--- config.mk ---
export PLATFORM = sky130hd
export DESIGN_NAME = uart_echo_engine
export DESIGN_NICKNAME = d
export VERILOG_FILES = /design/src/rtl/uart_echo_pkg.sv /design/src/rtl/sync_fifo.sv /design/src/rtl/uart_echo_engine.sv
export SDC_FILE = /design/constraint.sdc
export NUM_CORES = 1
export LEC_CHECK = 0
export BUFFER_PORTS_ARGS = -buffer_cell sky130_fd_sc_hd__buf_2
export CAP_MARGIN = 5
export CORE_ASPECT_RATIO = 1.25
export CORE_MARGIN = 2
export CORE_UTILIZATION = 45
export CTS_CLUSTER_DIAMETER = 150
export CTS_CLUSTER_SIZE = 10
export DETAILED_ROUTE_END_ITERATION = 10
export PLACE_DENSITY = 0.68
export SYNTH_ARGS = -nofsm -noshare
export SYNTH_HDL_FRONTEND = slang
export SYNTH_SLANG_ARGS = --single-unit
--- constraint.sdc ---
create_clock -name clk -period 6 [get_ports clk]
set_clock_uncertainty 0.05 [all_clocks]
set_input_delay 0.9 -clock clk [delete_from_list [all_inputs] [get_ports clk]]
set_output_delay 0.9 -clock clk [all_outputs]
set_load 0.02 [all_outputs]
--- src/rtl/uart_echo_pkg.sv ---
// Shared encodings for the UART echo core: transmit modes, FSM states, ASCII constants.
package uart_echo_pkg;

  localparam logic [1:0] MODE_ECHO  = 2'b00;
  localparam logic [1:0] MODE_UPPER = 2'b01;
  localparam logic [1:0] MODE_CRLF  = 2'b10;
  localparam logic [1:0] MODE_SINK  = 2'b11;

  typedef enum logic [1:0] {
    ST_IDLE,
    ST_LAUNCH,
    ST_WAIT_BUSY,
    ST_WAIT_DONE
  } state_t;

  localparam logic [7:0] ASCII_CR   = 8'h0D;
  localparam logic [7:0] ASCII_LF   = 8'h0A;
  localparam logic [7:0] ASCII_LC_A = 8'h61;
  localparam logic [7:0] ASCII_LC_Z = 8'h7A;
  localparam logic [7:0] CASE_OFS   = 8'h20;

endpackage

--- src/rtl/sync_fifo.sv ---
// Single-clock FIFO with extra-MSB pointers and a registered occupancy count.
module sync_fifo #(
  parameter int DATA_W     = 8,
  parameter int DEPTH_LOG2 = 4
) (
  input  logic                  clk,
  input  logic                  rst_n,
  input  logic                  push,
  input  logic                  pop,
  input  logic [DATA_W-1:0]     wr_data,
  output logic [DATA_W-1:0]     rd_data,
  output logic [DEPTH_LOG2:0]   level,
  output logic                  full,
  output logic                  empty
);

  localparam int DEPTH = 2 ** DEPTH_LOG2;

  logic [DATA_W-1:0]   mem [DEPTH];
  logic [DEPTH_LOG2:0] wr_ptr;
  logic [DEPTH_LOG2:0] rd_ptr;
  logic                do_push;
  logic                do_pop;

  // Same index with differing MSB means the writer has lapped the reader.
  assign full    = (wr_ptr[DEPTH_LOG2] != rd_ptr[DEPTH_LOG2]) &&
                   (wr_ptr[DEPTH_LOG2-1:0] == rd_ptr[DEPTH_LOG2-1:0]);
  assign empty   = (wr_ptr == rd_ptr);
  assign do_push = push && !full;
  assign do_pop  = pop && !empty;
  assign rd_data = mem[rd_ptr[DEPTH_LOG2-1:0]];

  always_ff @(posedge clk) begin
    if (!rst_n) begin
      wr_ptr <= '0;
      rd_ptr <= '0;
      level  <= '0;
    end else begin
      if (do_push) wr_ptr <= wr_ptr + 1'b1;
      if (do_pop)  rd_ptr <= rd_ptr + 1'b1;
      case ({do_push, do_pop})
        2'b10:   level <= level + 1'b1;
        2'b01:   level <= level - 1'b1;
        default: level <= level;
      endcase
    end
  end

  always_ff @(posedge clk) begin
    if (do_push) mem[wr_ptr[DEPTH_LOG2-1:0]] <= wr_data;
  end

endmodule

--- src/rtl/uart_echo_engine.sv ---
// Byte echo core between uart_rx and uart_tx: FIFO, per-mode transform, launch FSM, status.
//   state        | meaning
//   ST_IDLE      | pop head when FIFO non-empty and tx idle (sink mode just discards)
//   ST_LAUNCH    | tx_valid high for this one cycle
//   ST_WAIT_BUSY | wait for uart_tx to assert busy
//   ST_WAIT_DONE | wait for busy to drop, then send a pending LF or go idle
module uart_echo_engine
  import uart_echo_pkg::*;
#(
  parameter int DATA_W     = 8,
  parameter int DEPTH_LOG2 = 4,
  parameter int LED_W      = 6,
  parameter int CNT_W      = 8
) (
  input  logic                  clk,
  input  logic                  rst_n,
  input  logic [DATA_W-1:0]     rx_data,
  input  logic                  rx_valid,
  output logic [DATA_W-1:0]     tx_data,
  output logic                  tx_valid,
  input  logic                  tx_busy,
  input  logic [1:0]            mode,
  input  logic                  clr_status,
  output logic [LED_W-1:0]      led,
  output logic [DEPTH_LOG2:0]   fifo_level,
  output logic                  overflow,
  output logic [CNT_W-1:0]      drop_cnt
);

  state_t            state, state_nx;
  logic [DATA_W-1:0] head;
  logic [DATA_W-1:0] xf_data;
  logic [DATA_W-1:0] tx_data_nx;
  logic              xf_lf;
  logic              tx_valid_nx;
  logic              pending_lf, pending_lf_nx;
  logic              full, empty;
  logic              push, pop, drop;

  assign push = rx_valid && !full;
  assign drop = rx_valid && full;
  assign pop  = (state == ST_IDLE) && !empty && !tx_busy;

  sync_fifo #(
    .DATA_W     (DATA_W),
    .DEPTH_LOG2 (DEPTH_LOG2)
  ) u_fifo (
    .clk     (clk),
    .rst_n   (rst_n),
    .push    (push),
    .pop     (pop),
    .wr_data (rx_data),
    .rd_data (head),
    .level   (fifo_level),
    .full    (full),
    .empty   (empty)
  );

  // Character transforms only make sense for 8-bit bytes; wider words pass through.
  always_comb begin
    xf_data = head;
    xf_lf   = 1'b0;
    if (DATA_W == 8) begin
      if (mode == MODE_UPPER && head >= DATA_W'(ASCII_LC_A) && head <= DATA_W'(ASCII_LC_Z))
        xf_data = head - DATA_W'(CASE_OFS);
      if (mode == MODE_CRLF && head == DATA_W'(ASCII_CR))
        xf_lf = 1'b1;
    end
  end

  always_comb begin
    state_nx      = state;
    tx_data_nx    = tx_data;
    tx_valid_nx   = 1'b0;
    pending_lf_nx = pending_lf;
    case (state)
      ST_IDLE: begin
        if (pop && mode != MODE_SINK) begin
          tx_data_nx    = xf_data;
          tx_valid_nx   = 1'b1;
          pending_lf_nx = xf_lf;
          state_nx      = ST_LAUNCH;
        end
      end
      ST_LAUNCH:    state_nx = ST_WAIT_BUSY;
      ST_WAIT_BUSY: if (tx_busy) state_nx = ST_WAIT_DONE;
      ST_WAIT_DONE: begin
        if (!tx_busy) begin
          if (pending_lf) begin
            pending_lf_nx = 1'b0;
            tx_data_nx    = DATA_W'(ASCII_LF);
            tx_valid_nx   = 1'b1;
            state_nx      = ST_LAUNCH;
          end else begin
            state_nx = ST_IDLE;
          end
        end
      end
      default: state_nx = ST_IDLE;
    endcase
  end

  always_ff @(posedge clk) begin
    if (!rst_n) begin
      state      <= ST_IDLE;
      tx_data    <= '0;
      tx_valid   <= 1'b0;
      pending_lf <= 1'b0;
    end else begin
      state      <= state_nx;
      tx_data    <= tx_data_nx;
      tx_valid   <= tx_valid_nx;
      pending_lf <= pending_lf_nx;
    end
  end

  // A clear coinciding with a drop still counts that drop.
  always_ff @(posedge clk) begin
    if (!rst_n) begin
      led      <= '1;
      overflow <= 1'b0;
      drop_cnt <= '0;
    end else begin
      if (rx_valid) led <= ~rx_data[LED_W-1:0];
      if (clr_status) begin
        overflow <= 1'b0;
        drop_cnt <= drop ? CNT_W'(1) : '0;
      end else if (drop) begin
        overflow <= 1'b1;
        if (drop_cnt != '1) drop_cnt <= drop_cnt + 1'b1;
      end
    end
  end

endmodule

==> metrics.md, run 1 <==
| Metric | Value |
|---|---|
| Final Hold Slack | `just over 0.4 ns` |
| Netlist cell types | `52` |
| Initial core utilization | `0.463` |
| Wire length of the first global-routing pass | `around 24000 um` |
| Post-Synth Adder-Cell Area | `0.0259` |
| M2 GR Usage | `0.313` |
| Total GRT Usage | `0.185` |
| Syn_nets | `~500` |
| Crit Path Category | `reg -> reg` |
| Clock tree sinks | `around 170` |
| Wire length per cell | `~20 um` |
| Count of final hold-check violations | `0` |
| Max VDD drop | `0.187 mV` |
| Total of max-cap violations | `0` |
| Area of the multi-input gates | `approximately 0.0023 mm2` |
| Post CTS Setup Buffer Count | `0` |
| WL final | `around 15000 um` |
| P_leak | `0.00286 uW` |
| Critical-path cell list | `xor2_1 -> nor4_2 -> a21boi_1 -> inv_1 -> ha_1 -> xor2_1 -> ha_1 -> o21a_1 -> o221a_2 -> or3_1 -> a21oi_1 -> xnor2_1 -> nor2_1` |
| Nature of the critical path endpoint | `register` |
| DR DRC count | `0` |
| Slew headroom | `0.289` |
| Number of cells upsized or downsized after cts | `0` |
| Die X | `117 um` |
| Sequential share of the synthesized area | `0.659` |
| # setup viols final | `0` |
| CTS tree | `built` |
| Worst-margin pin slew | `1.07 ns` |
| Min Clock Period, post-route | `around 3.8 ns` |
| Clock slew at reported path FFs | `about 0.060 ns` |
| Post-Synthesis Cells | `between 400 and 500` |
| GP Congestion | `around 0.79` |
| Met3 usage | `0.0419` |
| Simple-gate portion of the synthesized area | `0.0777` |
| DRT Pass-1 Iters | `7` |
| Max Root-Sink Buffers | `2` |
| CP Max Fanout | `10` |
| Routed via count | `~4200` |
| M1 GR Usage | `0.228` |
| Final #Nets | `about 550` |
| # rows | `51` |
| Initial antenna violation count | `0` |
| Die area | `around 0.017 mm2` |
| CP max stage delay | `approximately 0.56 ns` |
| ANT cells | `0` |
| Clk_lat worst skew | `0.42 ns` |
| Final period util | `0.627` |
| Crit start category | `register` |
| Post-Syn Area | `between 0.007 and 0.008 mm2` |
| Hold WC Path Type | `reg -> reg` |
| Largest net degree at the start of global routing | `33` |
| Layout area overhead | `13.5%` |
| Vias in the first global route | `around 4200` |
| Initial DRC count | `270` |
| Number of enable flip-flop cells after synthesis | `between 100 and 150` |
| Setup tns final | `0 ns` |
| Syn_area_per_cell | `~15 um2` |
| RSZ-0062 raised after global routing | `no` |
| Slew Limit Fails | `0` |
| Tot Pwr | `between 3000 and 4000 uW` |
| Final global-route overflow total | `0` |
| CTS Root Cell | `clkbuf_16` |
| Maximum level of the CTS H-tree | `4` |
| Main synth FF type | `edfxtp_1` |
| Synth Register Bits | `roughly 170` |
| # hold bufs at CTS | `0` |
| ANT nets after route | `0` |
| Storage cell area | `roughly 0.0048 mm2` |
| Post-synthesis mux area share | `0.116` |
| Height of the die | `about 150 um` |
| Data required, critical path | `about 6.3 ns` |
| Filler cell count | `roughly 1300` |
| Compound-Gate Fraction of Synth Area | `0.0697` |
| Cell Pwr Density | `between 300 and 400 mW/mm2` |
| Post-synth ARST share | `0` |
| Dpl hpwl | `around 9700 um` |
| Vias/cell | `about 5.6` |
| Arr. time, crit path | `around 4 ns` |
| Status | `completed` |
| Core Region | `0.0156 mm2` |
| Cts bufs inserted | `17` |
| Synth Area in XOR/XNOR | `0.0278` |
| Critical path's slowest cell | `dfxtp_1` |
| F_max | `between 200 and 300 MHz` |
| Yosys warns | `0` |
| Share of cells above drive strength 1 | `0.188` |
| GRT Max-Usage Layer | `met2` |
| PortBufs | `43` |
| # IOs | `44` |
| Main combinational cell family by area after synthesis | `multiplexers` |
path summary, 6_finish.rpt:
| check | start | end | slack [ns] | cells after the start |
|---|---|---|---|---|
| worst max-delay path | u_fifo.wr_ptr[2]$_SDFFE_PN0P_ | u_fifo.level[4]$_SDFFE_PN0P_ | 2.24 | 13 |
| worst min-delay path | overflow$_SDFFE_PP0P_ | overflow$_SDFFE_PP0P_ | 0.40 | 2 |
| worst max register to register | u_fifo.wr_ptr[2]$_SDFFE_PN0P_ | u_fifo.level[4]$_SDFFE_PN0P_ | 2.24 | 13 |
| worst min register to register | overflow$_SDFFE_PP0P_ | overflow$_SDFFE_PP0P_ | 0.40 | 2 |
stage by stage:
| stage | instance area, um2 | worst slack (ns) | cells | utilization |
|---|---|---|---|---|
| final | 8210 | 2.24 | 743 | 0.525 |
| after CTS | 8210 | 2.25 | 743 | 0.525 |
| after detailed placement | 7630 | 2.03 | 712 | 0.488 |
| after global placement | 7630 | 2.16 | 712 | 0.488 |
| after global routing | 8210 | 1.88 | 743 | 0.525 |
| after floorplan | 7230 | 2.56 | 474 | - |
Yosys cell counts (all sizes together), types with 2 or more instances:
master | instances | share of area
ha | 15 | 0.026
a22o | 2 | 0.0024
a221oi | 3 | 0.0054
buf | 9 | 0.011
nand2 | 32 | 0.017
nor4 | 3 | 0.0055
nand4 | 6 | 0.0052
dfxtp | 46 | 0.13
xnor2 | 5 | 0.0061
clkbuf | 11 | 0.0057
inv | 14 | 0.0073
nor3 | 6 | 0.0042
o21a | 3 | 0.0031
a211oi | 4 | 0.0042
nand2b | 6 | 0.0052
o22ai | 4 | 0.0035
and3 | 2 | 0.0017
mux2i | 5 | 0.0069
a22oi | 16 | 0.017
nor2 | 43 | 0.022
mux4 | 32 | 0.11
a21oi | 14 | 0.0097
o21ai | 14 | 0.0097
a21o | 2 | 0.0021
xor2 | 18 | 0.022
or3 | 6 | 0.0052
and2 | 3 | 0.0026
edfxtp | 128 | 0.53
nand3 | 3 | 0.0021
nor2b | 4 | 0.0035
a21boi | 3 | 0.0031
flip-flops by register name, summed over array words and instances (netlist names), named ones only:
register and count:
u_fifo.wr_ptr 5, led 6, u_fifo.rd_ptr 5, pending_lf 1, tx_data 8, overflow 1
tx_valid 1, u_fifo.level 5, drop_cnt 8, state 2, u_fifo.mem 128
layout make-up:
cell class              instances  share of cell area
clock buffers                  20              0.0532
flip-flops and latches        174               0.581
well taps                     212              0.0323
clock inverters                11              0.0174
repair buffers                 46              0.0290
multi-input cells             265               0.281
inverters                      15             0.00686
critical path: cells and delay by family, from the launching register on:
kind | cells | cell delay (ns)
adder cells (fa/ha/maj) | 2 | 0.58
AND/OR/NAND/NOR | 3 | 0.91
AO/OA/AOI/OAI | 4 | 0.98
buffers and inverters | 1 | 0.17
flip-flops | 1 | 0.56
XOR/XNOR | 3 | 0.37
metal layers:
metal	vias to the layer above	wire length (um)	part of all wire
met5	-	0	0
met4	0	377	0.025
met3	24	823	0.055
met2	143	7550	0.51
met1	2093	6130	0.41
li1	1915	-	-
logic make-up after synthesis:
family / count (synthesis)
compound gates: 72
xor+xnor: 23
fa+ha+maj: 15
buf+inv: 35
flops: 174
mux: 38
simple gates: 117
cell usage in the layout (no fill, tap or decap), types with 12 or more instances in the layout:
cell type,n
nand2_1,32
nor2_1,43
dfxtp_1,45
clkbuf_16,17
mux4_1,15
inv_1,14
ha_1,15
edfxtp_1,128
mux4_2,17
xor2_1,18
a22oi_1,16
buf_2,43
a21oi_1,14
o21ai_0,12
power by group:
group	internal [uW]	switching [uW]	total [uW]
clock	650	442	1090
combinational	243	283	527
sequential	1340	84.6	1430
No activity file was read; power rests on OpenSTA's default activity.
==> inputs of run 2 (changes only) <==
--- a/config.mk
+++ b/config.mk
@@ -13,7 +13,7 @@
 export CTS_CLUSTER_DIAMETER = 150
 export CTS_CLUSTER_SIZE = 10
 export DETAILED_ROUTE_END_ITERATION = 10
-export PLACE_DENSITY = 0.68
+export PLACE_DENSITY = 0.7
 export SYNTH_ARGS = -nofsm -noshare
 export SYNTH_HDL_FRONTEND = slang
 export SYNTH_SLANG_ARGS = --single-unit
==> constraint.sdc (replaced) <==
create_clock -name clk -period 3.4 [get_ports clk]
set_clock_uncertainty 0.05 [all_clocks]
set_input_delay 0.51 -clock clk [delete_from_list [all_inputs] [get_ports clk]]
set_output_delay 0.51 -clock clk [all_outputs]
set_load 0.02 [all_outputs]
==> run 2 against run 1 <==
  * Utilization up 0.94 points
  * Register-to-register slack got worse by 1.8 ns
  * Count of clock-buffer cells in the layout stayed put
  * Design area rose by 1.8%
  * First-iteration DRC count rose by 50%
  * Critical endpoint unchanged
  * Sequential power is 73% higher
  * Highest routed layer unchanged
  * Sequential cell count unchanged
  * Setup slack lost 1.8 ns
==> metrics.md, run 2 (same netlist as run 1, synthesis figures left out) <==
| Metric | Value |
|---|---|
| Height of the die | `146 um (unchanged)` |
| Clock tree sinks | `174 (unchanged)` |
| Slew headroom | `0.405 (+0.115)` |
| # setup viols final | `0 (unchanged)` |
| Most frequent cells in the layout | `edfxtp_1, dfxtp_1, nor2_1, buf_2, nand2_1` |
| Storage cell area | `0.00477 mm2 (unchanged)` |
| DR DRC count | `0 (unchanged)` |
| Initial DRC count | `404 (+50%)` |
| ANT cells | `0 (unchanged)` |
| Total of max-cap violations | `0 (unchanged)` |
| # IOs | `44 (unchanged)` |
| Vias in the first global route | `4218 (+0.57%)` |
| Die area | `0.0171 mm2 (unchanged)` |
| Vias/cell | `5.61 (-0.19%)` |
| Setup tns final | `0 ns (unchanged)` |
| Arr. time, crit path | `3.24 ns (-0.77 ns)` |
| Pre-CTS worst setup slack | `0.406 ns (-1.62 ns)` |
| Cell Pwr Density | `657 mW/mm2 (+77%)` |
| Number of cells upsized or downsized after cts | `0 (unchanged)` |
| Min Clock Period, post-route | `2.99 ns (-0.776 ns)` |
| P_leak | `0.00295 uW (+3.3%)` |
| Dpl hpwl | `9960 um (+3.0%)` |
| PortBufs | `43 (unchanged)` |
| # rows | `51 (unchanged)` |
| CTS tree | `built` |
| Max VDD drop | `0.308 mV (+64%)` |
| Cts bufs inserted | `17 (unchanged)` |
| Maximum level of the CTS H-tree | `4 (unchanged)` |
| RSZ-0062 raised after global routing | `no` |
| ANT nets after route | `0 (unchanged)` |
| Most common cell after layout, fill and taps aside | `edfxtp_1` |
| Initial core utilization | `0.463 (unchanged)` |
| Share of cells above drive strength 1 | `0.207 (+0.0183)` |
| Final period util | `0.879 (+0.251)` |
| F_max | `335 MHz (+26%)` |
| Die X | `117 um (unchanged)` |
| Largest net degree at the start of global routing | `27 (-18%)` |
| WL final | `14700 um (-0.93%)` |
| Data required, critical path | `3.65 ns (-2.60 ns)` |
| Fin worst setup slack | `0.413 ns (-1.82 ns)` |
| Area of the multi-input gates | `0.00229 mm2 (-0.43%)` |
| Count of final hold-check violations | `0 (unchanged)` |
| CTS Root Cell | `clkbuf_16` |
| CP Max Fanout | `6 (-4)` |
| Core Region | `0.0156 mm2 (unchanged)` |
| DRT Pass-1 Iters | `5 (-2)` |
| Slew Limit Fails | `0 (unchanged)` |
| Hold WC Path Type | `in -> reg` |
| GP Congestion | `0.817 (+2.9%)` |
| Worst-margin pin slew | `0.890 ns (-0.176 ns)` |
| Post CTS Setup Buffer Count | `0 (unchanged)` |
| Status | `completed` |
| Final #Nets | `565 (+2.9%)` |
| Crit start category | `register` |
| Final global-route overflow total | `0 (unchanged)` |
| Total GRT Usage | `0.181 (-0.00373)` |
| Initial antenna violation count | `0 (unchanged)` |
| Wire length per cell | `19.4 um (-3.0%)` |
| Clock slew at reported path FFs | `0.07 ns (about the same)` |
| Max Root-Sink Buffers | `2 (unchanged)` |
| Crit Path Category | `reg -> reg` |
| Largest register FFs | `128 (unchanged)` |
| Wire length of the first global-routing pass | `23600 um (-0.20%)` |
| Nature of the critical path endpoint | `register` |
| Clk_lat worst skew | `0.43 ns (about the same)` |
| Layout area overhead | `15.5%` |
| # hold bufs at CTS | `0 (unchanged)` |
| Filler cell count | `1237 (-1.2%)` |
| Routed via count | `4257 (+2.0%)` |
-- run 2: power by group --
group / internal, uW / switching [uW] / leakage, uW / total, uW
combinational: 473 / 548 / 0.00113 / 1020
sequential: 2370 / 106 / 0.00153 / 2470
clock: 1220 / 770 / 0.000291 / 1990
total: 4060 / 1420 / 0.00295 / 5490
-- run 2: cell type report --
| cell class | count | area share |
|---|---|---|
| repair buffers | 62 | 0.0443 |
| flip-flops and latches | 174 | 0.570 |
| well taps | 212 | 0.0318 |
| clock inverters | 11 | 0.0199 |
| inverters | 15 | 0.00674 |
| multi-input cells | 265 | 0.275 |
| clock buffers | 20 | 0.0523 |
-- run 2: path summary, 6_finish.rpt --
kind                                                     from  slack [ns]                           end  cells past startpoint
worst max-delay path            u_fifo.wr_ptr[0]$_SDFFE_PN0P_        0.41  u_fifo.level[4]$_SDFFE_PN0P_                     12
worst min-delay path                                    rst_n        0.32           led[0]$_SDFFE_PN1P_                      2
worst min register to register        tx_data[1]$_SDFFE_PN0P_        0.41       tx_data[1]$_SDFFE_PN0P_                      2
worst max register to register  u_fifo.wr_ptr[0]$_SDFFE_PN0P_        0.41  u_fifo.level[4]$_SDFFE_PN0P_                     12
-- run 2: stage by stage --
stage	area [um2]	hold slack, ns	power, uW	util	std cells
floorplan	7230	0.444	3270	-	474
global placement	7750	0.389	3510	0.496	728
detailed placement	7750	0.399	3540	0.496	728
CTS	8350	0.310	5510	0.534	759
global route	8350	0.315	5710	0.534	759
finish	8350	0.318	5490	0.534	759
-- run 2: metal layers --
| metal | vias to the layer above | part of all wire | global-route usage |
|---|---|---|---|
| li1 | 1948 | - | - |
| met1 | 2128 | 0.42 | 0.233 |
| met2 | 159 | 0.51 | 0.301 |
| met3 | 22 | 0.054 | 0.0404 |
| met4 | 0 | 0.021 | 0.0693 |
| met5 | - | 0 | 0 |
-- run 2: worst max-delay path, cell delays in order, from the launching register on --
cell	delay [ns]
dfxtp_1	0.45
xor2_1	0.12
nor4_2	0.38
a21oi_1	0.15
ha_1	0.23
xor2_1	0.15
ha_1	0.21
o21a_1	0.18
o221a_2	0.27
or3_1	0.30
a21oi_1	0.19
xnor2_1	0.13
nor2_1	0.05
==> inputs of run 3 (changes only) <==
--- a/config.mk
+++ b/config.mk
@@ -5,6 +5,7 @@
 export SDC_FILE = /design/constraint.sdc
 export NUM_CORES = 1
 export LEC_CHECK = 0
+export ABC_AREA = 1
 export BUFFER_PORTS_ARGS = -buffer_cell sky130_fd_sc_hd__buf_2
 export CAP_MARGIN = 5
 export CORE_ASPECT_RATIO = 1.25
==> run 3 against run 2 <==
  * Count of clock-buffer cells in the layout increased by 3
  * Setup slack improved by 0.22 ns
  * First-iteration DRC count decreased by 3.2%
  * Final cell count increased by 41%
  * Combinational power increased by 22%
  * Sequential cell count unchanged
  * Area after synthesis increased by 6.1%
  * Critical path type unchanged
  * Largest cell class unchanged
==> metrics.md, run 3 <==
| Metric | Value |
|---|---|
| Status | `completed` |
| Max Root-Sink Buffers | `2 (unchanged)` |
| R2r setup slk | `0.63 ns (+0.22 ns)` |
| Share of cells above drive strength 1 | `0.114 (-0.0926)` |
| Vias/cell | `5.09 (-9.2%)` |
| WL final | `16600 um (+13%)` |
| Yosys warns | `0 (unchanged)` |
| Arr. time, crit path | `3.03 ns (-0.21 ns)` |
| Largest net degree at the start of global routing | `61 (+130%)` |
| DR DRC count | `0 (unchanged)` |
| ANT cells | `0 (unchanged)` |
| Synth cell count leaders | `nand2_1, edfxtp_1, inv_1, nand3_1, nor2_1` |
| Final global-route overflow total | `0 (unchanged)` |
| Syn_area_per_cell | `9.62 um2 (-37%)` |
| Dpl hpwl | `10500 um (+5.4%)` |
| Maximum level of the CTS H-tree | `4 (unchanged)` |
| Data required, critical path | `3.66 ns (about the same)` |
| P_leak | `0.00358 uW (+21%)` |
| # IOs | `44 (unchanged)` |
| Count of final hold-check violations | `0 (unchanged)` |
| Crit Path Category | `reg -> reg` |
| Placed insts | `1039 (+43%)` |
| Min Clock Period, post-route | `2.77 ns (-0.217 ns)` |
| Final Non-Filler Cells | `1071 (+41%)` |
| Count leader, synth | `nand2_1` |
| Largest area contributor in the netlist | `edfxtp_1` |
| Routed via count | `5454 (+28%)` |
| GP Congestion | `0.803 (-1.7%)` |
| Wire length of the first global-routing pass | `26800 um (+13%)` |
| # setup viols final | `0 (unchanged)` |
| Cell Pwr Density | `646 mW/mm2 (-1.7%)` |
| Slew Limit Fails | `0 (unchanged)` |
| DRT Pass-1 Iters | `5 (unchanged)` |
| Most frequent cells in the layout | `nand2_1, edfxtp_1, inv_1, nand3_1, nor2_1` |
| Height of the die | `150 um (+2.9%)` |
| Layout area overhead | `12.2%` |
| Top cells by area in the synthesized netlist | `edfxtp_1, dfxtp_1, nand2_1, nand3_1, inv_1` |
| # hold bufs at CTS | `0 (unchanged)` |
| Clock slew at reported path FFs | `0.06 ns (about the same)` |
| Hold Crit Endpoint | `drop_cnt[0]$_SDFFE_PN0P_` |
| Initial antenna violation count | `0 (unchanged)` |
| Wire length per cell | `15.5 um (-20%)` |
| R2R Path End | `u_fifo.level[4]$_SDFFE_PN0P_` |
| Sequential share of the synthesized area | `0.621 (-0.0381)` |
| RSZ-0062 raised after global routing | `no` |
| Die X | `121 um (+2.9%)` |
| Post CTS Setup Buffer Count | `0 (unchanged)` |
| Die area | `0.0181 mm2 (+6.0%)` |
| Max VDD drop | `0.396 mV (+29%)` |
| Crit start category | `register` |
| Most common cell after layout, fill and taps aside | `nand2_1` |
| CTS Root Cell | `clkbuf_16` |
| Filler cell count | `1527 (+23%)` |
| Utilization after layout | `0.513 (-0.0211)` |
| Initial core utilization | `0.458 (-0.00506)` |
| Worst-margin pin slew | `1.01 ns (+0.117 ns)` |
| Syn_nets | `828 (+64%)` |
| F_max | `361 MHz (+7.8%)` |
| WHS Path Cells | `3 (+1)` |
| Synth Register Bits | `174 (unchanged)` |
| Origin of the worst min-delay path | `clr_status` |
| Number of cells upsized or downsized after cts | `0 (unchanged)` |
| Placed Area | `0.00804 mm2 (+3.8%)` |
| Hold WC Path Type | `in -> reg` |
| # rows | `53 (+3.9%)` |
| Number of enable flip-flop cells after synthesis | `128 (unchanged)` |
| Setup tns final | `0 ns (unchanged)` |
| Final #Nets | `868 (+54%)` |
| Cell area after layout | `0.00861 mm2 (+3.1%)` |
| Netlist cell types | `42 (-19%)` |
| Core Region | `0.0168 mm2 (+7.3%)` |
| Post-Synthesis Cells | `798 (+68%)` |
| Top-area cell type share of the netlist area | `0.501 (-0.0307)` |
| Post-synth ARST share | `0 (unchanged)` |
| PortBufs | `43 (unchanged)` |
| Cts bufs inserted | `17 (unchanged)` |
| CP Max Fanout | `7 (+1)` |
| Total GRT Usage | `0.193 (+0.0125)` |
| R2r worst-path depth | `17 (+5)` |
| Total of max-cap violations | `0 (unchanged)` |
| Post-Syn Area | `0.00768 mm2 (+6.1%)` |
| CTS tree | `built` |
| Nature of the critical path endpoint | `register` |
| Final period util | `0.815 (-0.0638)` |
| Initial DRC count | `391 (-3.2%)` |
| Slew headroom | `0.326 (-0.0785)` |
| Clk_lat worst skew | `0.42 ns (about the same)` |
| Largest register FFs | `128 (unchanged)` |
| Main synth FF type | `edfxtp_1` |
| ANT nets after route | `0 (unchanged)` |
| Clock tree sinks | `174 (unchanged)` |
| Vias in the first global route | `5213 (+24%)` |
| Worst r2r src | `u_fifo.wr_ptr[1]$_SDFFE_PN0P_` |
-- run 3: cell families (layout without fill, tap and decap cells) --
| group | Yosys count | in the layout | synth area share |
|---|---|---|---|
| adders and majority gates | 15 | 15 | 0.0244 |
| DFF | 174 | 174 | 0.621 |
| xor gates and xnor gates | 6 | 6 | 0.00684 |
| and+or+nand+nor | 398 | 398 | 0.217 |
| buffers and inverters | 120 | 173 | 0.0699 |
| AOI/OAI and AO/OA | 85 | 85 | 0.0610 |
-- run 3: per-layer routing --
layer	vias to the layer above	part of all wire	wire, um	GRT usage
met4	0	0.030	496	0.0785
met1	2533	0.43	7100	0.247
li1	2723	-	-	-
met2	164	0.49	8200	0.321
met3	34	0.051	842	0.0389
met5	-	0	0	0
-- run 3: final cells by class --
| cell class | count | area (um2) | share of cell area |
|---|---|---|---|
| flip-flops and latches | 174 | 4770 | 0.553 |
| multi-input cells | 504 | 2380 | 0.276 |
| clock buffers | 23 | 489 | 0.0568 |
| clock inverters | 9 | 78.8 | 0.00915 |
| repair buffers | 50 | 280 | 0.0325 |
| inverters | 91 | 345 | 0.0401 |
| well taps | 220 | 275 | 0.0320 |
-- run 3: worst max-delay path: stages, from the launching register on --
cell and delay [ns]:
dfxtp_1 0.37, or2_1 0.22, a21oi_1 0.20, nand3b_1 0.12, nand2_2 0.12, inv_1 0.12, ha_1 0.26, xor2_1 0.17
ha_1 0.19, a21o_1 0.18, nand2_1 0.07, nand2_1 0.05, a21oi_1 0.16, nand2_1 0.07, nand2_1 0.06, nor2_1 0.05
o21ai_0 0.15, a21oi_1 0.05
-- run 3: report_power, final --
part           switching (uW)  internal (uW)  leakage (uW)
Sequential               83.1           2370       0.00153
Clock                     775           1090      0.000288
Combinational             859            381       0.00176
-- run 3: worst max-delay path by stage --
| stage | endpoint | cells past startpoint | slack [ns] | from |
|---|---|---|---|---|
| after global placement | u_fifo.level[4]$_SDFFE_PN0P_ | 17 | 0.76 | u_fifo.wr_ptr[1]$_SDFFE_PN0P_ |
| after CTS | u_fifo.level[4]$_SDFFE_PN0P_ | 17 | 0.64 | u_fifo.wr_ptr[1]$_SDFFE_PN0P_ |
| after detailed placement | u_fifo.level[4]$_SDFFE_PN0P_ | 17 | 0.66 | u_fifo.wr_ptr[1]$_SDFFE_PN0P_ |
| after global routing | u_fifo.level[4]$_SDFFE_PN0P_ | 17 | 0.35 | u_fifo.wr_ptr[1]$_SDFFE_PN0P_ |
| after floorplan | u_fifo.level[4]$_SDFFE_PN0P_ | 17 | 0.90 | u_fifo.wr_ptr[1]$_SDFFE_PN0P_ |
| final | u_fifo.level[4]$_SDFFE_PN0P_ | 17 | 0.63 | u_fifo.wr_ptr[1]$_SDFFE_PN0P_ |
-- run 3: through the flow --
| step | power (uW) | hold WS [ns] | setup WS (ns) |
|---|---|---|---|
| finish | 5560 | 0.346 | 0.630 |
| global route | 5860 | 0.370 | 0.345 |
| CTS | 5580 | 0.337 | 0.643 |
| detailed placement | 3730 | 0.395 | 0.665 |
| global placement | 3710 | 0.385 | 0.758 |
| floorplan | 3420 | 0.391 | 0.904 |
